===== src/rtl/mips_regfile_wb_arbiter_if.sv =====
// Writeback request bundle for the register-file arbiter.
// Port 0 carries ALU results; port 1 carries load results.
interface mips_regfile_wb_arbiter_if;
  logic        wb0_valid;
  logic [4:0]  wb0_reg;
  logic [31:0] wb0_data;
  logic        wb0_ready;

  logic        wb1_valid;
  logic [4:0]  wb1_reg;
  logic [31:0] wb1_data;
  logic        wb1_ready;

  // Producer side: the ALU / load pipeline stages.
  modport master (
    output wb0_valid, wb0_reg, wb0_data,
    input  wb0_ready,
    output wb1_valid, wb1_reg, wb1_data,
    input  wb1_ready
  );

  // Consumer side: the arbiter.
  modport slave (
    input  wb0_valid, wb0_reg, wb0_data,
    output wb0_ready,
    input  wb1_valid, wb1_reg, wb1_data,
    output wb1_ready
  );
endinterface


===== src/rtl/mips_regfile_wb_arbiter.sv =====
// Two-port writeback arbiter in front of a single register-file write port.
// Each port owns a one-entry buffer; the oldest buffered entry is issued
// each cycle onto a registered write port. When both ports are accepted on
// the same edge, port 0 (ALU) issues first so the load result lands last.
module mips_regfile_wb_arbiter #(
  parameter int STALL_CNT_W = 16
) (
  input  logic                        clk,
  input  logic                        reset,
  mips_regfile_wb_arbiter_if.slave    wb,
  input  logic                        flush,
  output logic                        rf_write_enable,
  output logic [4:0]                  rf_write_reg,
  output logic [31:0]                 rf_write_data,
  output logic [31:0]                 pending_mask,
  output logic [STALL_CNT_W-1:0]      stall_cnt0,
  output logic [STALL_CNT_W-1:0]      stall_cnt1,
  output logic                        busy
);

  localparam int DATA_W = 32;
  localparam int REG_W  = 5;

  // Saturating increment: holds at all-ones instead of wrapping.
  function automatic logic [STALL_CNT_W-1:0] sat_inc(input logic [STALL_CNT_W-1:0] v);
    return (&v) ? v : v + 1'b1;
  endfunction

  // One-hot decode of a register index, gated by an enable.
  function automatic logic [31:0] reg_onehot(input logic [REG_W-1:0] r, input logic en);
    logic [31:0] oh;
    oh = '0;
    if (en) oh[r] = 1'b1;
    return oh;
  endfunction

  // Stage p0: per-port holding buffers. The age bit marks an entry that
  // arrived while the other buffer already held an older entry.
  logic              buf0_vld_p0, buf1_vld_p0;
  logic [REG_W-1:0]  buf0_reg_p0, buf1_reg_p0;
  logic [DATA_W-1:0] buf0_data_p0, buf1_data_p0;
  logic              buf0_age_p0, buf1_age_p0;

  // Stage p1: registered register-file write port.
  logic              rf_vld_p1;
  logic [REG_W-1:0]  rf_reg_p1;
  logic [DATA_W-1:0] rf_data_p1;

  logic              issue0, issue1, any_issue;
  logic              rdy0, rdy1;
  logic              acc0, acc1;
  logic [REG_W-1:0]  sel_reg;
  logic [DATA_W-1:0] sel_data;

  // Pick the oldest valid buffer; a flush suppresses issue entirely.
  always_comb begin
    issue0    = 1'b0;
    issue1    = 1'b0;
    sel_reg   = buf0_reg_p0;
    sel_data  = buf0_data_p0;
    if (!flush) begin
      issue0 = buf0_vld_p0 && !(buf1_vld_p0 && buf0_age_p0);
      issue1 = buf1_vld_p0 && !issue0;
    end
    if (issue1) begin
      sel_reg  = buf1_reg_p0;
      sel_data = buf1_data_p0;
    end
    any_issue = issue0 || issue1;
  end

  // Ready comes from buffer state only (plus reset/flush), never from valid.
  always_comb begin
    rdy0 = !reset && !flush && (!buf0_vld_p0 || issue0);
    rdy1 = !reset && !flush && (!buf1_vld_p0 || issue1);
    acc0 = wb.wb0_valid && rdy0;
    acc1 = wb.wb1_valid && rdy1;
  end

  assign wb.wb0_ready = rdy0;
  assign wb.wb1_ready = rdy1;

  // Buffer 0 control: load on accept, drop on issue or flush, track age.
  always_ff @(posedge clk) begin
    if (reset || flush) begin
      buf0_vld_p0 <= 1'b0;
      buf0_age_p0 <= 1'b0;
    end else if (acc0) begin
      buf0_vld_p0 <= 1'b1;
      buf0_age_p0 <= buf1_vld_p0 && !issue1;
    end else if (issue0) begin
      buf0_vld_p0 <= 1'b0;
      buf0_age_p0 <= 1'b0;
    end else if (issue1) begin
      buf0_age_p0 <= 1'b0;
    end
  end

  // Buffer 1 control: mirror of buffer 0 with the roles swapped.
  always_ff @(posedge clk) begin
    if (reset || flush) begin
      buf1_vld_p0 <= 1'b0;
      buf1_age_p0 <= 1'b0;
    end else if (acc1) begin
      buf1_vld_p0 <= 1'b1;
      buf1_age_p0 <= buf0_vld_p0 && !issue0;
    end else if (issue1) begin
      buf1_vld_p0 <= 1'b0;
      buf1_age_p0 <= 1'b0;
    end else if (issue0) begin
      buf1_age_p0 <= 1'b0;
    end
  end

  // Buffer payloads: captured on accept only, no reset needed.
  always_ff @(posedge clk) begin
    if (acc0) begin
      buf0_reg_p0  <= wb.wb0_reg;
      buf0_data_p0 <= wb.wb0_data;
    end
    if (acc1) begin
      buf1_reg_p0  <= wb.wb1_reg;
      buf1_data_p0 <= wb.wb1_data;
    end
  end

  // Write port: one-cycle enable per issue; register 0 is consumed silently.
  always_ff @(posedge clk) begin
    if (reset) begin
      rf_vld_p1  <= 1'b0;
      rf_reg_p1  <= '0;
      rf_data_p1 <= '0;
    end else if (any_issue) begin
      rf_vld_p1  <= |sel_reg;
      rf_reg_p1  <= sel_reg;
      rf_data_p1 <= sel_data;
    end else begin
      rf_vld_p1  <= 1'b0;
    end
  end

  assign rf_write_enable = rf_vld_p1;
  assign rf_write_reg    = rf_reg_p1;
  assign rf_write_data   = rf_data_p1;

  // Per-port stall counters: count cycles a request waits, saturating.
  always_ff @(posedge clk) begin
    if (reset) begin
      stall_cnt0 <= '0;
      stall_cnt1 <= '0;
    end else begin
      if (wb.wb0_valid && !rdy0) stall_cnt0 <= sat_inc(stall_cnt0);
      if (wb.wb1_valid && !rdy1) stall_cnt1 <= sat_inc(stall_cnt1);
    end
  end

  // Scoreboard view for hazard logic; register 0 never reports pending.
  always_comb begin
    pending_mask = reg_onehot(buf0_reg_p0, buf0_vld_p0)
                 | reg_onehot(buf1_reg_p0, buf1_vld_p0)
                 | reg_onehot(rf_reg_p1, rf_vld_p1);
    pending_mask[0] = 1'b0;
  end

  assign busy = buf0_vld_p0 || buf1_vld_p0 || rf_vld_p1;

endmodule


===== src/flat_wrapper.sv =====
// flat-port wrapper written by rule: the top's interface ports become plain ports
module mips_regfile_wb_arbiter_flat 
#(
  parameter int STALL_CNT_W = 16
)
  (clk, reset, flush, rf_write_enable, rf_write_reg, rf_write_data, pending_mask, stall_cnt0, stall_cnt1, busy, wb_wb0_valid, wb_wb0_reg, wb_wb0_data, wb_wb0_ready, wb_wb1_valid, wb_wb1_reg, wb_wb1_data, wb_wb1_ready);
  mips_regfile_wb_arbiter_if wb_i ();
  input  logic clk;
  input  logic reset;
  input  logic flush;
  output logic rf_write_enable;
  output logic [4:0] rf_write_reg;
  output logic [31:0] rf_write_data;
  output logic [31:0] pending_mask;
  output logic [STALL_CNT_W-1:0] stall_cnt0;
  output logic [STALL_CNT_W-1:0] stall_cnt1;
  output logic busy;
  input wire logic [$bits(wb_i.wb0_valid)-1:0] wb_wb0_valid;
  input wire logic [$bits(wb_i.wb0_reg)-1:0] wb_wb0_reg;
  input wire logic [$bits(wb_i.wb0_data)-1:0] wb_wb0_data;
  output wire logic [$bits(wb_i.wb0_ready)-1:0] wb_wb0_ready;
  input wire logic [$bits(wb_i.wb1_valid)-1:0] wb_wb1_valid;
  input wire logic [$bits(wb_i.wb1_reg)-1:0] wb_wb1_reg;
  input wire logic [$bits(wb_i.wb1_data)-1:0] wb_wb1_data;
  output wire logic [$bits(wb_i.wb1_ready)-1:0] wb_wb1_ready;
  assign wb_i.wb0_valid = wb_wb0_valid;
  assign wb_i.wb0_reg = wb_wb0_reg;
  assign wb_i.wb0_data = wb_wb0_data;
  assign wb_wb0_ready = wb_i.wb0_ready;
  assign wb_i.wb1_valid = wb_wb1_valid;
  assign wb_i.wb1_reg = wb_wb1_reg;
  assign wb_i.wb1_data = wb_wb1_data;
  assign wb_wb1_ready = wb_i.wb1_ready;
  mips_regfile_wb_arbiter #(.STALL_CNT_W(STALL_CNT_W)) u_core (.clk(clk), .reset(reset), .wb(wb_i), .flush(flush), .rf_write_enable(rf_write_enable), .rf_write_reg(rf_write_reg), .rf_write_data(rf_write_data), .pending_mask(pending_mask), .stall_cnt0(stall_cnt0), .stall_cnt1(stall_cnt1), .busy(busy));
endmodule

===== config.mk =====
export PLATFORM = sky130hd
export DESIGN_NAME = mips_regfile_wb_arbiter_flat
export DESIGN_NICKNAME = d
export VERILOG_FILES = /design/src/rtl/mips_regfile_wb_arbiter_if.sv /design/src/rtl/mips_regfile_wb_arbiter.sv /design/src/flat_wrapper.sv
export SDC_FILE = /design/constraint.sdc
export NUM_CORES = 1
export LEC_CHECK = 0
export CAP_MARGIN = 20
export CORE_UTILIZATION = 48
export DETAILED_ROUTE_END_ITERATION = 12
export PLACE_DENSITY_LB_ADDON = 0.12
export SYNTH_ARGS = -nofsm -noshare
export SYNTH_HDL_FRONTEND = slang
export SYNTH_SLANG_ARGS = --single-unit
export TNS_END_PERCENT = 1

===== constraint.sdc =====
create_clock -name clk -period 3.2 [get_ports clk]
set_input_delay 0.48 -clock clk [delete_from_list [all_inputs] [get_ports clk]]
set_output_delay 0.48 -clock clk [all_outputs]
set_load 0.01 [all_outputs]

# Yosys cells after proc, flatten, opt, wreduce, memory -nomap -nowiden

Cells that the tools add are included.

Register bits after elaboration: 147
Input port bits: 79
Logic and storage cells: 82

Add/sub/neg operators: 2
Order comparisons: 6
Muxes and demuxes: 19
Bitwise operators: 5
Reductions and logical operators: 38

Operators by type and width:

| kind                    | number |
|---|---|
| $mux W32                | 4 |
| $or A32 B32 Y32         | 2 |
| $add A16 B1 Y16 const B | 2 |
| $reduce_and A16 Y1      | 2 |
| $lt A5 B6 Y1 const B    | 3 |
| $demux W1 S5            | 3 |
| $ge A5 B1 Y1 const B    | 3 |
| $logic_and A1 B1 Y1     | 14 |
| $mux W1                 | 11 |
| $logic_not A1 Y1        | 9 |
| $logic_or A1 B1 Y1      | 6 |
| $mux W5                 | 1 |
| $reduce_or A5 Y1        | 1 |
| $reduce_and A2 Y1       | 2 |
| $reduce_bool A2 Y1      | 2 |
| $not A1 Y1              | 3 |
| $reduce_bool A3 Y1      | 1 |
| $reduce_or A2 Y1        | 1 |

# Logic depth before layout (Yosys ltp)

Word-level depth: 11
Mapped depth: 7

# Least setup slack after synthesis

OpenSTA, ideal clock, no wires.

Path kind: input to register
From: input reset
To: register u_core.buf1_data_p0[0], enable pin
Data arrival time: 2120 ps
Required time: 2802 ps
Setup slack: 682 ps
Stages on the path: 5
Buffers on the path: 1
Cell sequence: clkbuf_1 -> inv_1 -> nand2_1 -> nor2_1 -> and2_1

Word-level cells in the longest chain between the ends: 4

Ends and longest elaborated chain:

| what                             | line                           | source |
|---|---|---|
| start, declared                  | flat_wrapper.sv:9              | `input logic reset;` |
| $logic_not A1 Y1                 | mips_regfile_wb_arbiter.sv:75  | `rdy1 = !reset && !flush && (!buf1_vld_p0 \|\| issue1);` |
| $logic_and A1 B1 Y1 (2 in a row) | mips_regfile_wb_arbiter.sv:75  |  |
| named net wb_wb1_ready           | flat_wrapper.sv:25             | `output wire logic [$bits(wb_i.wb1_ready)-1:0] wb_wb1_ready;` |
| $logic_and A1 B1 Y1              | mips_regfile_wb_arbiter.sv:77  | `acc1 = wb.wb1_valid && rdy1;` |
| named net u_core.acc1            | mips_regfile_wb_arbiter.sv:51  | `logic acc0, acc1;` |
| end signal, assigned             | mips_regfile_wb_arbiter.sv:123 | `buf1_data_p0 <= wb.wb1_data;` |
| end, declared                    | mips_regfile_wb_arbiter.sv:41  | `logic [DATA_W-1:0] buf0_data_p0, buf1_data_p0;` |

The timed path passes the listed nets, and every way through them passes these cells.
A chain may end at the register's enable or synchronous reset.

# Worst setup path in the final report

From: register u_core.buf1_vld_p0
To: output pending_mask[13]

Word-level cells in the longest chain between the ends: 3

Ends and longest elaborated chain:

| what                   | line                           | source |
|---|---|---|
| start, declared        | mips_regfile_wb_arbiter.sv:39  | `logic buf0_vld_p0, buf1_vld_p0;` |
| start signal, assigned | mips_regfile_wb_arbiter.sv:102 | `buf1_vld_p0 <= 1'b0;` |
| start signal, assigned | mips_regfile_wb_arbiter.sv:105 | `buf1_vld_p0 <= 1'b1;` |
| start signal, assigned | mips_regfile_wb_arbiter.sv:108 | `buf1_vld_p0 <= 1'b0;` |
| $mux W32               | mips_regfile_wb_arbiter.sv:33  | `if (en) oh[r] = 1'b1;` |
| $or A32 B32 Y32        | mips_regfile_wb_arbiter.sv:160 | `\| reg_onehot(buf1_reg_p0, buf1_vld_p0)` |
| $or A32 B32 Y32        | mips_regfile_wb_arbiter.sv:161 | `\| reg_onehot(rf_reg_p1, rf_vld_p1);` |
| end, declared          | flat_wrapper.sv:14             | `output logic [31:0] pending_mask;` |

No other way between the ends.

==> results.sh <==
export IMPL_fillCellCount=994
export IMPL_drtIter0Drc=688
export IMPL_drive_gt1_share_pct=8.06
export IMPL_hold_buffers=0
export IMPL_grt_start_max_net_pins=71
export IMPL_finalCriticalPeriod_ps=3020
export IMPL_ys_ff_latch=147
export IMPL_ys_seq_area_share_pct=56.0
export IMPL_grt_pass1_wl_um=28500
export IMPL_arrival_ps=2540
export IMPL_netlist_area_mm2=0.00658
export IMPL_cp_max_fo=12
export IMPL_status="completed"
export IMPL_synth_area_per_cell_um2=10.6
export IMPL_dieArea_mm2=0.0142
export IMPL_gp_congestion=0.925
export IMPL_ios=184
export IMPL_fmax_mhz=331
export IMPL_portBuffers=182
export IMPL_final_antenna_net_count=0
export IMPL_synth_edf_count=74
export IMPL_max_stage_delay_ps=640
export IMPL_synthesis_instances=622
export IMPL_cp_top_family="simple AND/OR/NAND/NOR gates"
export IMPL_startpoint="u_core.buf1_vld_p0"
export IMPL_finalSetupViolCount=0
export IMPL_hpwlAfterDp_um=11800
export IMPL_yosys_top_cells_area="edfxtp_1, dfxtp_1, mux2i_1, nand2_1, a211oi_1"
export IMPL_crit_type="flip-flop to primary output"
export IMPL_nets=874
export IMPL_r2r_cells=4
export IMPL_clk_latency_ps=410
export IMPL_cts_tree="done"
export IMPL_relSlewSlack_pct=45.2
export IMPL_synthToLayoutAreaGrowth_pct=39.2
export IMPL_path_cells="nand2_1, nor2_1, a22oi_1, nand2_1, clkdlybuf4s50_1"
export IMPL_ys_warn_count=0
export IMPL_drc_errors=0
export IMPL_cts_resized=0
export IMPL_async_flop_share_pct=0
export IMPL_period_share_pct=94.3
export IMPL_rr_endpoint="u_core.stall_cnt0[3]"
export IMPL_htreeDepth=4
export IMPL_dpl_worst_slack_ps=457
export IMPL_viasPerCell=5.81
export IMPL_p_leak_nw=3.40
export IMPL_die_w_um=119
export IMPL_grt_use_total_pct=25.8
export IMPL_post_cts_buffers=0
export IMPL_rsz0062_at_grt="no"
export IMPL_worst_clock_skew_ps=6.63
export IMPL_r2r_start="u_core.buf1_vld_p0"
export IMPL_antenna_found_initial=0
export IMPL_routed_wl_um=17800
export IMPL_drt_pass1_iterations=6
export IMPL_ir_drop_mv=0.393
export IMPL_vias=5707
export IMPL_hold_ws_ps=497
export IMPL_die_y_um=119
export IMPL_ys_flop_type="edfxtp_1"
export IMPL_cpMostUsedCell="nand2_1"
export IMPL_first_global_vias=5657
export IMPL_crit_buf_inv=1
export IMPL_syn_num_nets=703
export IMPL_grt_overflow_total=0
export IMPL_synth_most_common_cell="nand2_1"
export IMPL_setup_ws_ps=182
export IMPL_synthTopCellsByCount="nand2_1, edfxtp_1, dfxtp_1"
export IMPL_min_path_type="flip-flop to flip-flop"
export IMPL_cts_made_buffers=17
export IMPL_synth_cell_type_count=53
export IMPL_cts_num_sinks=147
export IMPL_start_kind="flip-flop"
export IMPL_critPathSlowestCell="nor2_1"
export IMPL_crit_required_ps=2720
export IMPL_synth_top_area_cell="edfxtp_1"
export IMPL_coreArea_mm2=0.0133
export IMPL_p_per_area_mw_per_mm2=486
export IMPL_clock_root_buffer="clkbuf_16"
export IMPL_yosys_area_top_type_share_pct=33.8
export IMPL_start_util_pct=49.5
export IMPL_clk_path_buf_depth=2
export IMPL_clk_pin_slew_ps=60
export IMPL_hold_viol=0
export IMPL_whs_path_depth=2
export IMPL_min_to="u_core.rf_write_data[23]"
export IMPL_min_from="u_core.rf_write_data[23]"
export IMPL_wire_per_inst_um=18.1
export IMPL_endpoint_kind="primary output"
export IMPL_tns_ps=0
export IMPL_rows=42
export IMPL_ff2ff_setup_slack_ps=890
export IMPL_cap_violations=0
export IMPL_slew_violations=0
export IMPL_worstMarginPinSlew_ps=819
export IMPL_diodes=0
## worst max-delay path by stage
stage | endpoint | cells past startpoint
after floorplan | u_core.buf1_data_p0[0] | 5
after global placement | u_core.stall_cnt0[3] | 5
after detailed placement | u_core.stall_cnt1[6] | 5
after CTS | pending_mask[13] | 5
after global routing | pending_mask[21] | 5
final | pending_mask[13] | 5
## cell type report
type,count,area [um2],share of cell area [%]
inverters,10,37.5,0.410
clock buffers,19,443,4.83
multi-input cells,425,2700,29.5
well taps,176,220,2.40
flip-flops and latches,147,3680,40.2
clock inverters,13,148,1.61
repair buffers,192,1930,21.1
## cell usage in the layout (no fill, tap or decap), drive strengths merged, types with 12 or more instances in the layout
cell type,n
clkdlybuf4s50,181
nand2,81
edfxtp,74
dfxtp,73
nor2,59
a211oi,33
mux2i,32
a22oi,29
a21oi,24
clkbuf,19
inv,16
or4,15
o31ai,13
nor3b,12
nand3,12
## kinds of logic (layout without fill, tap and decap cells)
group,after synthesis,after routing,synth area share [%]
adder cells (fa/ha/maj),2,2,0.380
flip-flops,147,147,56.0
other,1,1,0.0570
AND/OR/NAND/NOR,249,249,19.9
AO/OA/AOI/OAI,133,133,14.3
buffers and inverters,50,234,3.23
multiplexers,40,40,6.24
## worst register-to-register path: cells and delay by family (launching register included)
family           cells  cell delay (ps)
AND/OR/NAND/NOR      2             1310
AO/OA/AOI/OAI        2              350
flip-flops           1              570
## power breakdown
part / internal, W / switching [W]
Clock: 0.00118 / 0.000787
Combinational: 0.000205 / 0.000173
Sequential: 0.00205 / 0.0000544
Total: 0.00344 / 0.00101
## through the flow
stage	total power (W)	instance area [um2]	instances	util [%]
floorplan	0.00229	6580	622	-
CTS	0.00449	9150	981	68.9
finish	0.00446	9160	982	68.9
global placement	0.00250	8560	949	64.4
detailed placement	0.00252	8560	949	64.4
global route	0.00461	9160	982	68.9
## routing by layer
layer / track usage, % / part of all wire [%] / up-vias / wire length [um]
li1: - / - / 2698 / -
met1: 31.3 / 41 / 2729 / 7220
met2: 43.3 / 50 / 252 / 8850
met3: 7.38 / 8.1 / 28 / 1440
met4: 9.89 / 1.7 / 0 / 303
met5: 0 / 0 / - / 0
(Power assumes the default switching activity.)
